**src/rtl/ddr_test_ctrl.sv**
```systemverilog
// DDR write-then-readback pattern tester: writes test_len bursts of a word-indexed
// pattern, reads them back, counts mismatches and reports through a read-only Sir slave.
module ddr_test_ctrl #(
    parameter int          SLAVE_SIZE = 16,
    parameter int          BURST_LEN  = 16,
    parameter logic [15:0] STAT_ADDR  = 16'h3010,
    parameter logic [15:0] ERR_ADDR   = 16'h3014
) (
    input  logic                  clk,
    input  logic                  rst,
    input  logic                  ddr_test_start,
    input  logic [31:0]           test_len,
    output logic                  cmd_valid,
    input  logic                  cmd_ready,
    output logic                  cmd_wr,
    output logic [31:0]           cmd_addr,
    output logic                  wdat_valid,
    input  logic                  wdat_ready,
    output logic [31:0]           wdat,
    input  logic                  rdat_valid,
    input  logic [31:0]           rdat,
    input  logic [SLAVE_SIZE-1:0] SirAddr,
    input  logic                  SirRead,
    input  logic                  SirSel,
    output logic                  SirDack,
    output logic [31:0]           SirRdat
);
    localparam int                    BEAT_W      = $clog2(BURST_LEN + 1);
    localparam logic [31:0]           PAT_KEY     = 32'hA5A5_5A5A;
    localparam logic [31:0]           BURST_WORDS = 32'(BURST_LEN);
    localparam logic [BEAT_W-1:0]     LAST_BEAT   = BEAT_W'(BURST_LEN - 1);
    localparam logic [BEAT_W-1:0]     BEAT_ONE    = BEAT_W'(1);
    localparam logic [SLAVE_SIZE-1:0] STAT_SEL    = SLAVE_SIZE'(STAT_ADDR);
    localparam logic [SLAVE_SIZE-1:0] ERR_SEL     = SLAVE_SIZE'(ERR_ADDR);

    typedef enum logic [2:0] {IDLE, WR_CMD, WR_DATA, RD_CMD, RD_DATA, DONE} state_t;

    state_t            state_q, state_d;
    logic [31:0]       len_q, len_d;
    logic [31:0]       burst_q, burst_d;
    logic [BEAT_W-1:0] beat_q, beat_d;
    logic [31:0]       err_q, err_d;
    logic              start_q;
    logic              sir_dack_q, sir_dack_d;
    logic [31:0]       sir_rdat_q, sir_rdat_d;

    logic [31:0] word;
    logic        last_beat, last_burst, launch;
    logic        busy, done, pass;
    logic [31:0] status;

    function automatic logic [31:0] pattern(input logic [31:0] w);
        return w ^ PAT_KEY;
    endfunction

    function automatic logic [31:0] sat_inc(input logic [31:0] v);
        return (v == 32'hFFFF_FFFF) ? v : v + 32'd1;
    endfunction

    assign word       = burst_q * BURST_WORDS + 32'(beat_q);
    assign last_beat  = (beat_q == LAST_BEAT);
    assign last_burst = (burst_q == len_q - 32'd1);
    assign launch     = ddr_test_start && !start_q && (state_q == IDLE || state_q == DONE);

    assign busy   = (state_q != IDLE) && (state_q != DONE);
    assign done   = (state_q == DONE);
    assign pass   = done && (err_q == 32'd0);
    assign status = {29'd0, pass, done, busy};

    always_comb begin
        state_d    = state_q;
        len_d      = len_q;
        burst_d    = burst_q;
        beat_d     = beat_q;
        err_d      = err_q;
        cmd_valid  = 1'b0;
        cmd_wr     = 1'b0;
        cmd_addr   = '0;
        wdat_valid = 1'b0;
        wdat       = '0;
        case (state_q)
            WR_CMD: begin
                cmd_valid = 1'b1;
                cmd_wr    = 1'b1;
                cmd_addr  = {word[29:0], 2'b00};
                if (cmd_ready) state_d = WR_DATA;
            end
            WR_DATA: begin
                wdat_valid = 1'b1;
                wdat       = pattern(word);
                if (wdat_ready) begin
                    if (last_beat) begin
                        beat_d = '0;
                        if (last_burst) begin
                            burst_d = '0;
                            state_d = RD_CMD;
                        end else begin
                            burst_d = burst_q + 32'd1;
                            state_d = WR_CMD;
                        end
                    end else begin
                        beat_d = beat_q + BEAT_ONE;
                    end
                end
            end
            RD_CMD: begin
                cmd_valid = 1'b1;
                cmd_addr  = {word[29:0], 2'b00};
                if (cmd_ready) state_d = RD_DATA;
            end
            RD_DATA: begin
                // Read data only counts while a read burst is open; stray beats elsewhere are dropped.
                if (rdat_valid) begin
                    if (rdat != pattern(word)) err_d = sat_inc(err_q);
                    if (last_beat) begin
                        beat_d = '0;
                        if (last_burst) begin
                            state_d = DONE;
                        end else begin
                            burst_d = burst_q + 32'd1;
                            state_d = RD_CMD;
                        end
                    end else begin
                        beat_d = beat_q + BEAT_ONE;
                    end
                end
            end
            default: ;
        endcase
        if (launch) begin
            len_d   = test_len;
            burst_d = '0;
            beat_d  = '0;
            err_d   = '0;
            state_d = (test_len == 32'd0) ? DONE : WR_CMD;
        end
    end

    always_comb begin
        sir_dack_d = 1'b0;
        sir_rdat_d = '0;
        if (SirSel && SirRead) begin
            if (SirAddr == STAT_SEL) begin
                sir_dack_d = 1'b1;
                sir_rdat_d = status;
            end else if (SirAddr == ERR_SEL) begin
                sir_dack_d = 1'b1;
                sir_rdat_d = err_q;
            end
        end
    end

    // start_q resets high so a start level held through reset is not seen as an edge.
    always_ff @(posedge clk) begin
        if (rst) begin
            state_q    <= IDLE;
            burst_q    <= '0;
            beat_q     <= '0;
            err_q      <= '0;
            start_q    <= 1'b1;
            sir_dack_q <= 1'b0;
            sir_rdat_q <= '0;
        end else begin
            state_q    <= state_d;
            burst_q    <= burst_d;
            beat_q     <= beat_d;
            err_q      <= err_d;
            start_q    <= ddr_test_start;
            sir_dack_q <= sir_dack_d;
            sir_rdat_q <= sir_rdat_d;
        end
    end

    always_ff @(posedge clk) begin
        len_q <= len_d;
    end

    assign SirDack = sir_dack_q;
    assign SirRdat = sir_rdat_q;
endmodule

```
**config.mk**
```make
export PLATFORM = sky130hd
export DESIGN_NAME = ddr_test_ctrl
export DESIGN_NICKNAME = d
export VERILOG_FILES = /design/src/rtl/ddr_test_ctrl.sv
export SDC_FILE = /design/constraint.sdc
export NUM_CORES = 1
export LEC_CHECK = 0
export ABC_AREA = 1
export CAP_MARGIN = 25
export CORE_ASPECT_RATIO = 0.7
export CORE_MARGIN = 2
export CORE_UTILIZATION = 54
export CTS_CLUSTER_DIAMETER = 40
export CTS_CLUSTER_SIZE = 20
export DETAILED_ROUTE_END_ITERATION = 8
export PLACE_DENSITY = 0.82
export SLEW_MARGIN = 20
export SYNTH_ARGS = -nofsm -noshare
export SYNTH_HDL_FRONTEND = slang
export SYNTH_SLANG_ARGS = --single-unit
```
**constraint.sdc**
```tcl
create_clock -name clk -period 5.1 [get_ports clk]
set_clock_uncertainty 0.1 [all_clocks]
set_input_delay 1.02 -clock clk [delete_from_list [all_inputs] [get_ports clk]]
set_output_delay 1.02 -clock clk [all_outputs]
set_load 0.05 [all_outputs]
```
; ---- After elaboration in Yosys (flattened, before gate mapping)
; Index checks and enable logic that the tools add are counted.
[totals]
register_bits = 138
latchBits = 0
ram_bits = 0
romBits = 0
input_bits = 88
out_inout_bits = 100
elab_cells = 93
mem_count = 0
[op_classes]
n_addsub = 5
multipliers = 0
n_div = 0
order_cmp = 0
eq_ne = 23
n_shift = 0
n_mux = 31
bitwise_logic = 4
n_reduce_logical = 21
[op_table]
columns = cell, n
row1 = $mux 32, 8
row2 = $add 32x1->32 const B, 2
row3 = $logic_not 32->1, 2
row4 = $pmux 32 s2, 1
row5 = $mux 3, 11
row6 = $add 32x5->32, 1
row7 = $eq 16x14->1 const B, 2
row8 = $eq 32x32->1, 1
row9 = $eq 32x32->1 const B, 1
row10 = $ne 32x32->1, 1
row11 = $sub 32x1->32 const B, 1
row12 = $ne 3x3->1 const B, 7
row13 = $not 16->16, 1
row14 = $mux 5, 3
row15 = $pmux 3 s4, 1
row16 = $ne 2x2->1 const B, 5
row17 = $pmux 5 s2, 1
row18 = $reduce_and 7->1, 1
row19 = $eq 3x2->1 const B, 2
row20 = $eq 3x3->1 const B, 2
row21 = $reduce_and 6->1, 1
row22 = $reduce_or 2->1, 3
row23 = $add 5x1->5 const B, 1
row24 = $eq 5x4->1 const B, 1
row25 = other kinds (14), 24

; ---- Longest topological paths before layout
; Gate-level depths: netlist of the first run.
[depth]
word_depth = 7
depth_mapped = 21
mapped_depth_nobuf = 20

; ---- Least setup slack after synthesis of the first run
; Ideal clock, no wire load.
[synth_path]
kind = input to register
start = input port ddr_test_start
end = register burst_q[18]
setup_time_ns = 0.132
arrival_ns = 4.566
required_ns = 4.868
slack_ns = 0.301
path_stages = 7
cell_sequence = inv_1 > nor3_1 > nor2_1 > inv_1 > clkbuf_1 > clkbuf_1 > a21oi_1
[synth_between]
elab_chain_len = 3
[synth_rtl]
columns = item, line
row1 = "start, declared", 11  ; input logic ddr_test_start,
row2 = $logic_and 1x1->1 (2 in series), 63  ; assign launch = ddr_test_start && !start_q && (state_q == IDLE || state_q == DONE);
row3 = named net launch, 48  ; logic last_beat, last_burst, launch;
row4 = $reduce_or 2->1 (no source line), -
row5 = "end signal, assigned", 165  ; burst_q <= burst_d;
row6 = "end, declared", 40  ; logic [31:0] burst_q, burst_d;
; The timed path passes the listed nets, and every way through them passes these cells.
; A chain may end at the register's enable or synchronous reset.

; ---- Worst setup path after layout of the first run
[layout_path]
start = register burst_q[0]
end = output port wdat[16]
[layout_between]
elab_chain_len = 3
[layout_rtl]
columns = item, line
row1 = $add 32x5->32, 60  ; assign word = burst_q * BURST_WORDS + 32'(beat_q);
row2 = $not 16->16 (no source line), -
row3 = $mux 32, 81  ; case (state_q)
row4 = "end, declared", 19  ; output logic [31:0] wdat,
; Every way passes these cells.

==> out/qor.txt, run 1 <==
VDD IR max: 181 uV
Worst path bufs/invs: 3
Vias/cell: 5.56
Compound-Gate Fraction of Synth Area: 5.70%
Post-synthesis mux area share: 0%
Final Max Tran Viols: 0
Post-route ant nets: 0
CTS sink cnt: 138
Clock root buffer: clkbuf_16
CTS tree: built
IO Count: 188
Post-Synth Simple-Gate Area: 41.5%
Post-Place Worst Slack: 1120 ps
Die ar.: 20300 sq um
Status: finished, final reports clean
Clk pin slew, worst setup/hold paths: 70 ps
Worst EP arrival: 3330 ps
Distinct cell type count of the synthesized netlist: 49
RSZ-0062 raised after global routing: no
Routed wire length: 36700 um
Worst Setup End Kind: output port
Setup Total Neg Slack: 0 ps
CP Launch Type: register
Critical path cell sequence: ha_1 -> ha_1 -> inv_1 -> nor2_4 -> nand2_2 -> nor2_1 -> xnor2_1 -> inv_1 -> nor2_1 -> clkdlybuf4s50_1
Cts hold-fix bufs: 0
Worst setup margin: 655 ps
Synth-to-Final Area Change: 24.4%
Avg Cell Area, Syn: 6.22 sq um
Crit-path max FO: 7
Layout cells sized above 1: 4.99%
R2R setup slack: 1090 ps
Placed Area: 12300 sq um
Die height: 120 um
Design area: 12800 sq um
Max Fclk: 0.225 GHz
# Post-CTS Setup Buffers: 0
Lkg Pwr: 5.32 nW
Core Area: 18800 sq um
Pwr dens: 283 nW/um^2
Synth Area in XOR/XNOR: 10.6%
Post-synthesis register bit count: 138
Post-CTS sizing: 0
Final period util: 87.2%
Initial antenna violation count: 0
Antenna cells: 0
Total track usage: 36.2%
Largest net degree at the start of global routing: 55
Synth warn: 0
Post-DP HPWL: 28900 um
Final Hold Viols: 0
Starting density of the core: 54.9%
Remaining Overflow, GRT: 0
Synth Area in Adders: 0.849%
CTS buffer count: 17
CP Class: reg2out
Filler Cell Count: 1695
Slew @ Worst Pin: 1100 ps
I/O Buffers: 185
Rows: 42
Initial DRT Pass Iterations: 8
Total number of vias: 11494
Vias in the first global route: 10281
H-tree levels: 4
# nets final: 1907
Crit-path slowest cell: clkdlybuf4s50_1
Family with the most delay on the worst path: buffers and inverters
Mapped cell area: 10300 sq um
Clock latency on the worst-skew pair: 440 ps
Global placement routability congestion: 0.976
Finish-stage setup viols: 0
Hold Path Class: reg2reg
WL per Instance: 17.8 um
Crit-path max cell delay: 820 ps
First-pass GRT wire length: 56800 um
Initial DRC count: 1277
DRC Markers: 0
Max cap viols: 0
Post-layout min period: 4450 ps
Die Wd: 169 um
WP data required: 3980 ps
Sequential share of the synthesized area: 29.9%
Largest family of logic cells by synthesized area: simple AND/OR/NAND/NOR gates
Slew headroom: 27.0%
Cells after synthesis: 1659
Bufs on Longest Clock Path: 2
layer usage:
layer | part of all wire (%) | global-route usage [%]
met4 | 2.1 | 8.97
met2 | 40 | 51.3
met3 | 13 | 9.83
met1 | 45 | 54.1
met5 | 0 | 0
registers in the layout (all words and copies together), names as in the netlist:
name,cells
state_q,3
err_q,32
SirDack,1
beat_q,5
SirRdat,32
burst_q,32
len_q,32
start_q,1
through the flow:
step                hold WS, ps  util [%]  power, W  instances
detailed placement          362      65.2   0.00238       2035
global placement            348      65.2   0.00236       2035
finish                      374      68.2   0.00363       2067
floorplan                   339         -   0.00202       1660
CTS                         373      68.2   0.00361       2067
global route                398      68.2   0.00376       2067
worst register-to-register path: stages, from the launching register on:
cell      delay, ps
edfxtp_1        390
inv_1           100
ha_1            230
nand2_1         190
nor2_1          600
nand2_1         270
nor2_1          250
nand2_1          70
nand2_1         100
nand2_1          60
inv_1            50
nand2_1          50
nor2_1          140
nand3_1         710
nand3_1         320
nand2_1          70
nand3_1          80
a21oi_1          80
placed cells by master (no fill, tap or decap), types with 2 or more instances in the layout:
master / count
a21oi_1: 70
buf_4: 10
clkbuf_16: 18
clkdlybuf4s50_1: 185
clkinvlp_4: 3
conb_1: 2
dfxtp_1: 106
edfxtp_1: 32
ha_1: 7
inv_1: 225
inv_2: 8
inv_6: 4
inv_8: 4
nand2_1: 433
nand2_2: 6
nand3_1: 145
nand3b_1: 12
nand4_1: 33
nor2_1: 268
nor2_2: 11
nor2_4: 3
nor3_1: 30
nor3_2: 10
nor3b_1: 2
nor4_1: 27
o21ai_0: 25
o21ai_1: 3
o32ai_1: 2
or2_2: 2
or3b_2: 2
xnor2_1: 28
xor2_1: 87
xor2_2: 3
report_power, final:
group	switching, W	leakage [nW]	internal (W)	total [W]
registers	0.0000440	1.15	0.00116	0.00121
logic	0.000854	3.89	0.000321	0.00117
clock network	0.000566	0.280	0.000684	0.00125
Yosys cell counts (all sizes together):
master | instances | area, sq um
a211oi | 1 | 7.51
a21o | 1 | 7.51
a21oi | 71 | 359
a221oi | 1 | 8.76
a22oi | 1 | 7.51
a31oi | 1 | 6.26
and3b | 1 | 8.76
buf | 30 | 180
clkbuf | 32 | 123
clkinv | 1 | 3.75
conb | 1 | 3.75
dfxtp | 106 | 2120
edfxtp | 32 | 961
ha | 7 | 87.6
inv | 233 | 875
nand2 | 440 | 1670
nand3 | 146 | 736
nand3b | 12 | 90.1
nand4 | 33 | 206
nor2 | 282 | 1110
nor3 | 40 | 245
nor3b | 2 | 15.0
nor4 | 27 | 169
o21a | 1 | 7.51
o21ai | 28 | 140
o311a | 1 | 10.0
o31ai | 1 | 7.51
o32ai | 2 | 17.5
o41ai | 1 | 8.76
or2 | 2 | 12.5
or3b | 2 | 17.5
xnor2 | 29 | 262
xnor3 | 1 | 22.5
xor2 | 90 | 811
area by class of cell:
class	instances	area (sq um)	share of cell area, %
Timing Repair Buffer	195	1930	15.0
Tap cell	242	303	2.36
Multi-Input combinational cell	1226	6070	47.2
Clock buffer	19	464	3.62
Inverter	234	878	6.84
Sequential cell	138	3080	24.0
Clock inverter	13	118	0.916
logic make-up after synthesis:
group / Yosys count
AO/OA/AOI/OAI: 110
other: 1
flip-flops: 138
adder cells (fa/ha/maj): 7
AND/OR/NAND/NOR: 987
buffers and inverters: 296
XOR/XNOR: 120
worst paths after layout:
| path | startpoint | endpoint | cells after the start |
|---|---|---|---|
| max | burst_q[0]$_SDFFE_PP0P_ | wdat[16] | 10 |
| min reg2reg | err_q[31]$_SDFFE_PP0P_ | err_q[31]$_SDFFE_PP0P_ | 2 |
| min | err_q[31]$_SDFFE_PP0P_ | err_q[31]$_SDFFE_PP0P_ | 2 |
| max reg2reg | len_q[0]$_DFFE_PP_ | burst_q[7]$_SDFFE_PP0P_ | 17 |
Note: power is estimated with default switching activity, not from simulation.
==> run 2, diff against run 1 <==
Settings changed: CORE_ASPECT_RATIO 0.7 to default.
==> run 2 against run 1 <==
Compared with the run above:
- cell area about the same
- critical path type unchanged
- highest routed layer unchanged
- worst setup slack gained 56 ps
- critical path depth is 1 lower
- first-iteration DRC count down 22%
- maximum frequency increased by 1.3%
- routed wire length down 9.0%
- die area hardly changed
- largest cell class unchanged
- worst hold slack gained 2.9 ps
==> out/qor.txt, run 2 (same netlist as run 1, synthesis figures left out) <==
Pwr dens: 280 nW/um^2 (-0.93%)
Most common cell after layout, fill and taps aside: nand2_1
Design area: 12800 sq um (about the same)
Worst Hold Depth: 2 (unchanged)
Remaining Overflow, GRT: 0 (unchanged)
Critical path cell sequence: ha_1 -> ha_1 -> inv_1 -> nor2_4 -> nand2_2 -> nor2_1 -> nand4_1 -> a21oi_1 -> clkdlybuf4s50_1
IO Count: 188 (unchanged)
Post-Place Worst Slack: 1190 ps (+69.6 ps)
Finish-stage setup viols: 0 (unchanged)
Layout cells sized above 1: 4.99% (unchanged)
Bufs on Longest Clock Path: 2 (unchanged)
Core Area: 18700 sq um (-0.57%)
Worst Setup End Kind: output port
Initial DRT Pass Iterations: 7 (-1)
Cts hold-fix bufs: 0 (unchanged)
Global placement routability congestion: 0.999 (+2.3%)
Die Wd: 142 um (-16%)
CTS tree: built
Die ar.: 20200 sq um (about the same)
H-tree levels: 4 (unchanged)
Total track usage: 33.4% (-2.8 points)
Crit path top cell by count: ha_1
VDD IR max: 251 uV (+39%)
Crit-path max cell delay: 860 ps (+40 ps)
Routed wire length: 33400 um (-9.0%)
Placed Area: 12200 sq um (-0.14%)
Final Non-Filler Cells: 2059 (-0.39%)
I/O Buffers: 185 (unchanged)
FF-to-FF Start: len_q[0]$_DFFE_PP_
Slew headroom: 28.2% (+1.3 points)
Path depth of the worst reg2reg path: 17 (unchanged)
Total number of vias: 11203 (-2.5%)
Vias/cell: 5.44 (-2.2%)
CTS sink cnt: 138 (unchanged)
Worst EP arrival: 3270 ps (-60 ps)
First-pass GRT wire length: 53500 um (-5.8%)
Clock latency on the worst-skew pair: 440 ps (about the same)
Initial antenna violation count: 0 (unchanged)
Max cap viols: 0 (unchanged)
R2R Path End: burst_q[18]$_SDFFE_PP0P_
Synth-to-Final Area Change: 24.3% (about the same)
Hold Path Class: reg2reg
CP Launch Type: register
Die height: 142 um (+19%)
Final Max Tran Viols: 0 (unchanged)
Status: finished, final reports clean
Lkg Pwr: 5.32 nW (+0.13%)
R2R setup slack: 1110 ps (+20 ps)
Crit-path slowest cell: clkdlybuf4s50_1
DRC Markers: 0 (unchanged)
Commonest non-fill, non-tap cells in the layout: nand2_1, nor2_1, inv_1
Initial DRC count: 999 (-22%)
Final Power: 0.00359 W (-1.0%)
Largest net degree at the start of global routing: 38 (-31%)
Post-DP HPWL: 26200 um (-9.3%)
Clk pin slew, worst setup/hold paths: 60 ps (about the same)
Post-layout min period: 4390 ps (-56.4 ps)
Starting density of the core: 55.2% (+0.32 points)
RSZ-0062 raised after global routing: no
Final Hold Viols: 0 (unchanged)
WP data required: 3980 ps (about the same)
Crit-path max FO: 7 (unchanged)
Placed Cells incl. Taps: 2026 (-0.44%)
Setup Total Neg Slack: 0 ps (unchanged)
Antenna cells: 0 (unchanged)
HP Start: err_q[31]$_SDFFE_PP0P_
Slew @ Worst Pin: 1080 ps (-18.8 ps)
Min-Delay Endpoint: err_q[31]$_SDFFE_PP0P_
Max Fclk: 0.228 GHz (+1.3%)
CP Class: reg2out
CTS buffer count: 17 (unchanged)
Post-route ant nets: 0 (unchanged)
WL per Instance: 16.2 um (-8.7%)
Post-CTS sizing: 0 (unchanged)
Worst setup margin: 711 ps (+56.4 ps)
# nets final: 1907 (unchanged)
Clock root buffer: clkbuf_16
Final period util: 86.1% (-1.1 points)
Rows: 50 (+19%)
Vias in the first global route: 10540 (+2.5%)
# Post-CTS Setup Buffers: 0 (unchanged)
-- run 2: changes by cell type in the layout (fill, tap and decap cells not counted) --
cell	previous run	this run
inv_6	4	8
inv_8	4	5
clkbuf_8	1	0
clkinv_4	1	0
clkinvlp_4	3	0
clkinv_2	0	1
buf_4	10	9
clkbuf_16	18	17
inv_4	1	0
buf_8	0	1
clkinv_8	0	1
-- run 2: critical path: cells and delay by family (launching register included) --
| kind | cells | cell delay, ps |
|---|---|---|
| adders and majority gates | 2 | 390 |
| AOI/OAI and AO/OA | 1 | 290 |
| buffers and inverters | 2 | 950 |
| and+or+nand+nor | 4 | 670 |
| DFF | 1 | 520 |
-- run 2: worst max path at each step --
stage	endpoint	start	slack (ps)	depth (start not counted)
after floorplan	burst_q[18]$_SDFFE_PP0P_	ddr_test_start	300	7
after global placement	cmd_addr[26]	burst_q[0]$_SDFFE_PP0P_	1190	9
after detailed placement	cmd_addr[26]	burst_q[0]$_SDFFE_PP0P_	1190	9
after CTS	cmd_addr[26]	burst_q[0]$_SDFFE_PP0P_	730	9
after global routing	wdat[23]	burst_q[0]$_SDFFE_PP0P_	530	10
final	cmd_addr[26]	burst_q[0]$_SDFFE_PP0P_	710	9
-- run 2: routing by layer --
| layer | track usage [%] | share of wire, % |
|---|---|---|
| met1 | 43.6 | 42 |
| met2 | 56.1 | 47 |
| met3 | 5.75 | 8.4 |
| met4 | 11.0 | 2.7 |
| met5 | 0 | 0 |
-- run 2: layout make-up --
cell class | instances | area, sq um
Fill cell | 1725 | 5880
Timing Repair Buffer | 195 | 1930
Inverter | 234 | 878
Clock inverter | 15 | 148
Clock buffer | 17 | 425
Tap cell | 234 | 293
Sequential cell | 138 | 3080
Multi-Input combinational cell | 1226 | 6070
-- run 2: report_power, final --
part,total [W],switching [W],internal [W]
Sequential,0.00120,0.0000408,0.00116
Combinational,0.00117,0.000845,0.000326
Clock,0.00122,0.000567,0.000653
-- run 2: stage by stage --
step                hold WS, ps  utilization (%)
detailed placement          366             65.4
floorplan                   339                -
global placement            352             65.4
global route                412             68.6
finish                      377             68.6
CTS                         379             68.5
==> run 3, diff against run 2 <==
Settings changed: CTS_BUF_LIST from default to sky130_fd_sc_hd__clkbuf_4 sky130_fd_sc_hd__clkbuf_8 sky130_fd_sc_hd__clkbuf_16, CTS_CLUSTER_SIZE 20 to 28, GPL_TIMING_DRIVEN from default to 0.
==> run 3 against run 2 <==
Compared with the run above:
- routed wire length up 3.3%
- utilization rose by 1.5 points
- final cell count up 2.7%
- critical path type unchanged
- critical endpoint unchanged
- sequential power hardly changed
- sequential share of layout area decreased by 0.50 points
- maximum frequency fell by 3.7%
- combinational power up 3%
- via count up 1.8%
- sequential cell count stayed put
==> out/qor.txt, run 3 (same netlist as run 1, synthesis figures left out) <==
Cell Int Power: 0.00228 W (+6.3%)
Vias in the first global route: 10741 (+1.9%)
H-tree levels: 4 (unchanged)
Core Area: 18700 sq um (unchanged)
Finished Core Util: 70.0% (+1.5 points)
Finish-stage setup viols: 0 (unchanged)
Clock root buffer: clkbuf_16
WP data required: 3980 ps (about the same)
Slew headroom: 47.5% (+19 points)
Total track usage: 34.3% (+0.88 points)
HP Start: err_q[31]$_SDFFE_PP0P_
VDD IR max: 241 uV (-4.0%)
Initial DRT Pass Iterations: 6 (-1)
Worst setup margin: 544 ps (-167 ps)
Max Fclk: 0.219 GHz (-3.7%)
Synth-to-Final Area Change: 26.9%
Post-Place Worst Slack: 990 ps (-200 ps)
Sw Pwr: 0.00145 W (-0.25%)
Final hold slack: 366 ps (-10.5 ps)
Commonest non-fill, non-tap cells in the layout: nand2_1, nor2_1, inv_1
Final Non-Filler Cells: 2114 (+2.7%)
Worst EP arrival: 3440 ps (+170 ps)
CTS tree: built
Post-layout min period: 4560 ps (+167 ps)
Most common cell after layout, fill and taps aside: nand2_1
FF-to-FF Start: burst_q[0]$_SDFFE_PP0P_
Worst Setup End Kind: output port
CTS sink cnt: 138 (unchanged)
Critical Path Source: burst_q[0]$_SDFFE_PP0P_
Post-DP HPWL: 27800 um (+6.1%)
Clock power share: 35.3% (+1.4 points)
Largest net degree at the start of global routing: 17 (-55%)
Flop pwr share: 32.3% (-1.2 points)
CP Launch Type: register
Bufs on Longest Clock Path: 2 (unchanged)
Final Max Tran Viols: 0 (unchanged)
I/O Buffers: 185 (unchanged)
CTS buffer count: 17 (unchanged)
Initial antenna violation count: 0 (unchanged)
Routed wire length: 34500 um (+3.3%)
Combinational Power Share: 32.5% (about the same)
WL per Instance: 16.3 um (+0.60%)
Post-CTS sizing: 0 (unchanged)
CP Class: reg2out
Max cap viols: 0 (unchanged)
DRC Markers: 0 (unchanged)
Remaining Overflow, GRT: 0 (unchanged)
# Post-CTS Setup Buffers: 0 (unchanged)
Die Wd: 142 um (unchanged)
Final period util: 89.3% (+3.3 points)
Initial DRC count: 994 (-0.50%)
Slew @ Worst Pin: 783 ps (-294 ps)
Cts hold-fix bufs: 0 (unchanged)
Total number of vias: 11405 (+1.8%)
Vias/cell: 5.39 (-0.85%)
Filler Cell Count: 1711 (-0.81%)
First-pass GRT wire length: 54600 um (+2.0%)
Pwr dens: 284 nW/um^2 (+1.5%)
Crit-path max FO: 7 (unchanged)
Antenna cells: 0 (unchanged)
Starting density of the core: 55.2% (unchanged)
Layout cells sized above 1: 5.90% (+0.92 points)
Die ar.: 20200 sq um (unchanged)
RSZ-0062 raised after global routing: no
Lkg Pwr: 5.48 nW (+2.9%)
Die height: 142 um (unchanged)
Global placement routability congestion: 0.991 (-0.74%)
Clk pin slew, worst setup/hold paths: 70 ps (about the same)
Status: finished, final reports clean
Post-route ant nets: 0 (unchanged)
Clock latency on the worst-skew pair: 430 ps (about the same)
Sw frac: 38.9% (-1.5 points)
# nets final: 1962 (+2.9%)
Placed Cells incl. Taps: 2082 (+2.8%)
Final Hold Viols: 0 (unchanged)
IO Count: 188 (unchanged)
Hold Path Class: reg2reg
Rows: 50 (unchanged)
run 3: cell count changes in the layout (fill, tap and decap cells not counted), sizes merged:
cell	previous run	this run
clkbuf	17	50
clkinv	3	1
bufinv	0	2
buf	10	33
clkinvlp	0	2
inv	246	243
run 3: layout make-up:
class / instances / area [sq um] / area share, %
clock buffers: 18 / 433 / 3.30
repair buffers: 188 / 1870 / 14.3
clock inverters: 14 / 173 / 1.32
plain buffers: 62 / 303 / 2.31
flip-flops and latches: 138 / 3080 / 23.5
multi-input cells: 1226 / 6070 / 46.3
well taps: 234 / 293 / 2.23
inverters: 234 / 878 / 6.70
run 3: worst paths after layout:
check             cells after the start                      to  slack (ps)
setup / recovery                      9            cmd_addr[26]         540
hold / removal                        2  err_q[31]$_SDFFE_PP0P_         370
setup reg to reg                     17  err_q[13]$_SDFFE_PP0P_        1730
hold reg to reg                       2  err_q[31]$_SDFFE_PP0P_         370
run 3: routing by layer:
metal / up-vias / wire, um / part of all wire (%) / global-route usage [%]
met5: - / 0 / 0 / 0
met4: 0 / 1100 / 3.2 / 12.9
met3: 84 / 2830 / 8.2 / 6.90
met2: 475 / 16000 / 46 / 57.7
met1: 5189 / 14600 / 42 / 43.4
li1: 5657 / - / - / -
run 3: power groups by stage:
stage	clock, W	combinational, W	sequential, W
finish	0.00131	0.00121	0.00120
global route	0.00136	0.00131	0.00121
CTS	0.00132	0.00120	0.00120
detailed placement	0	0.00119	0.00123
global placement	0	0.00116	0.00123
floorplan	0	0.000799	0.00122
run 3: per-stage QoR:
| stage | instance area [sq um] | power (W) | setup TNS (ps) |
|---|---|---|---|
| 6_report | 13100 | 0.00373 | 0 |
| 5_1_grt | 13100 | 0.00388 | 0 |
| 4_1_cts | 13100 | 0.00371 | 0 |
| 3_5_place_dp | 12500 | 0.00241 | 0 |
| 3_3_place_gp | 12500 | 0.00239 | -133690 |
| 2_1_floorplan | 10300 | 0.00202 | 0 |
run 3: critical path, cell delays in order, from the launching register on:
cell and delay (ps):
dfxtp_1 550, ha_1 270, ha_1 180, inv_1 90
nor2_4 180, nand2_2 130, nor2_1 200, nand4_1 170
a21oi_1 350, clkdlybuf4s50_1 880
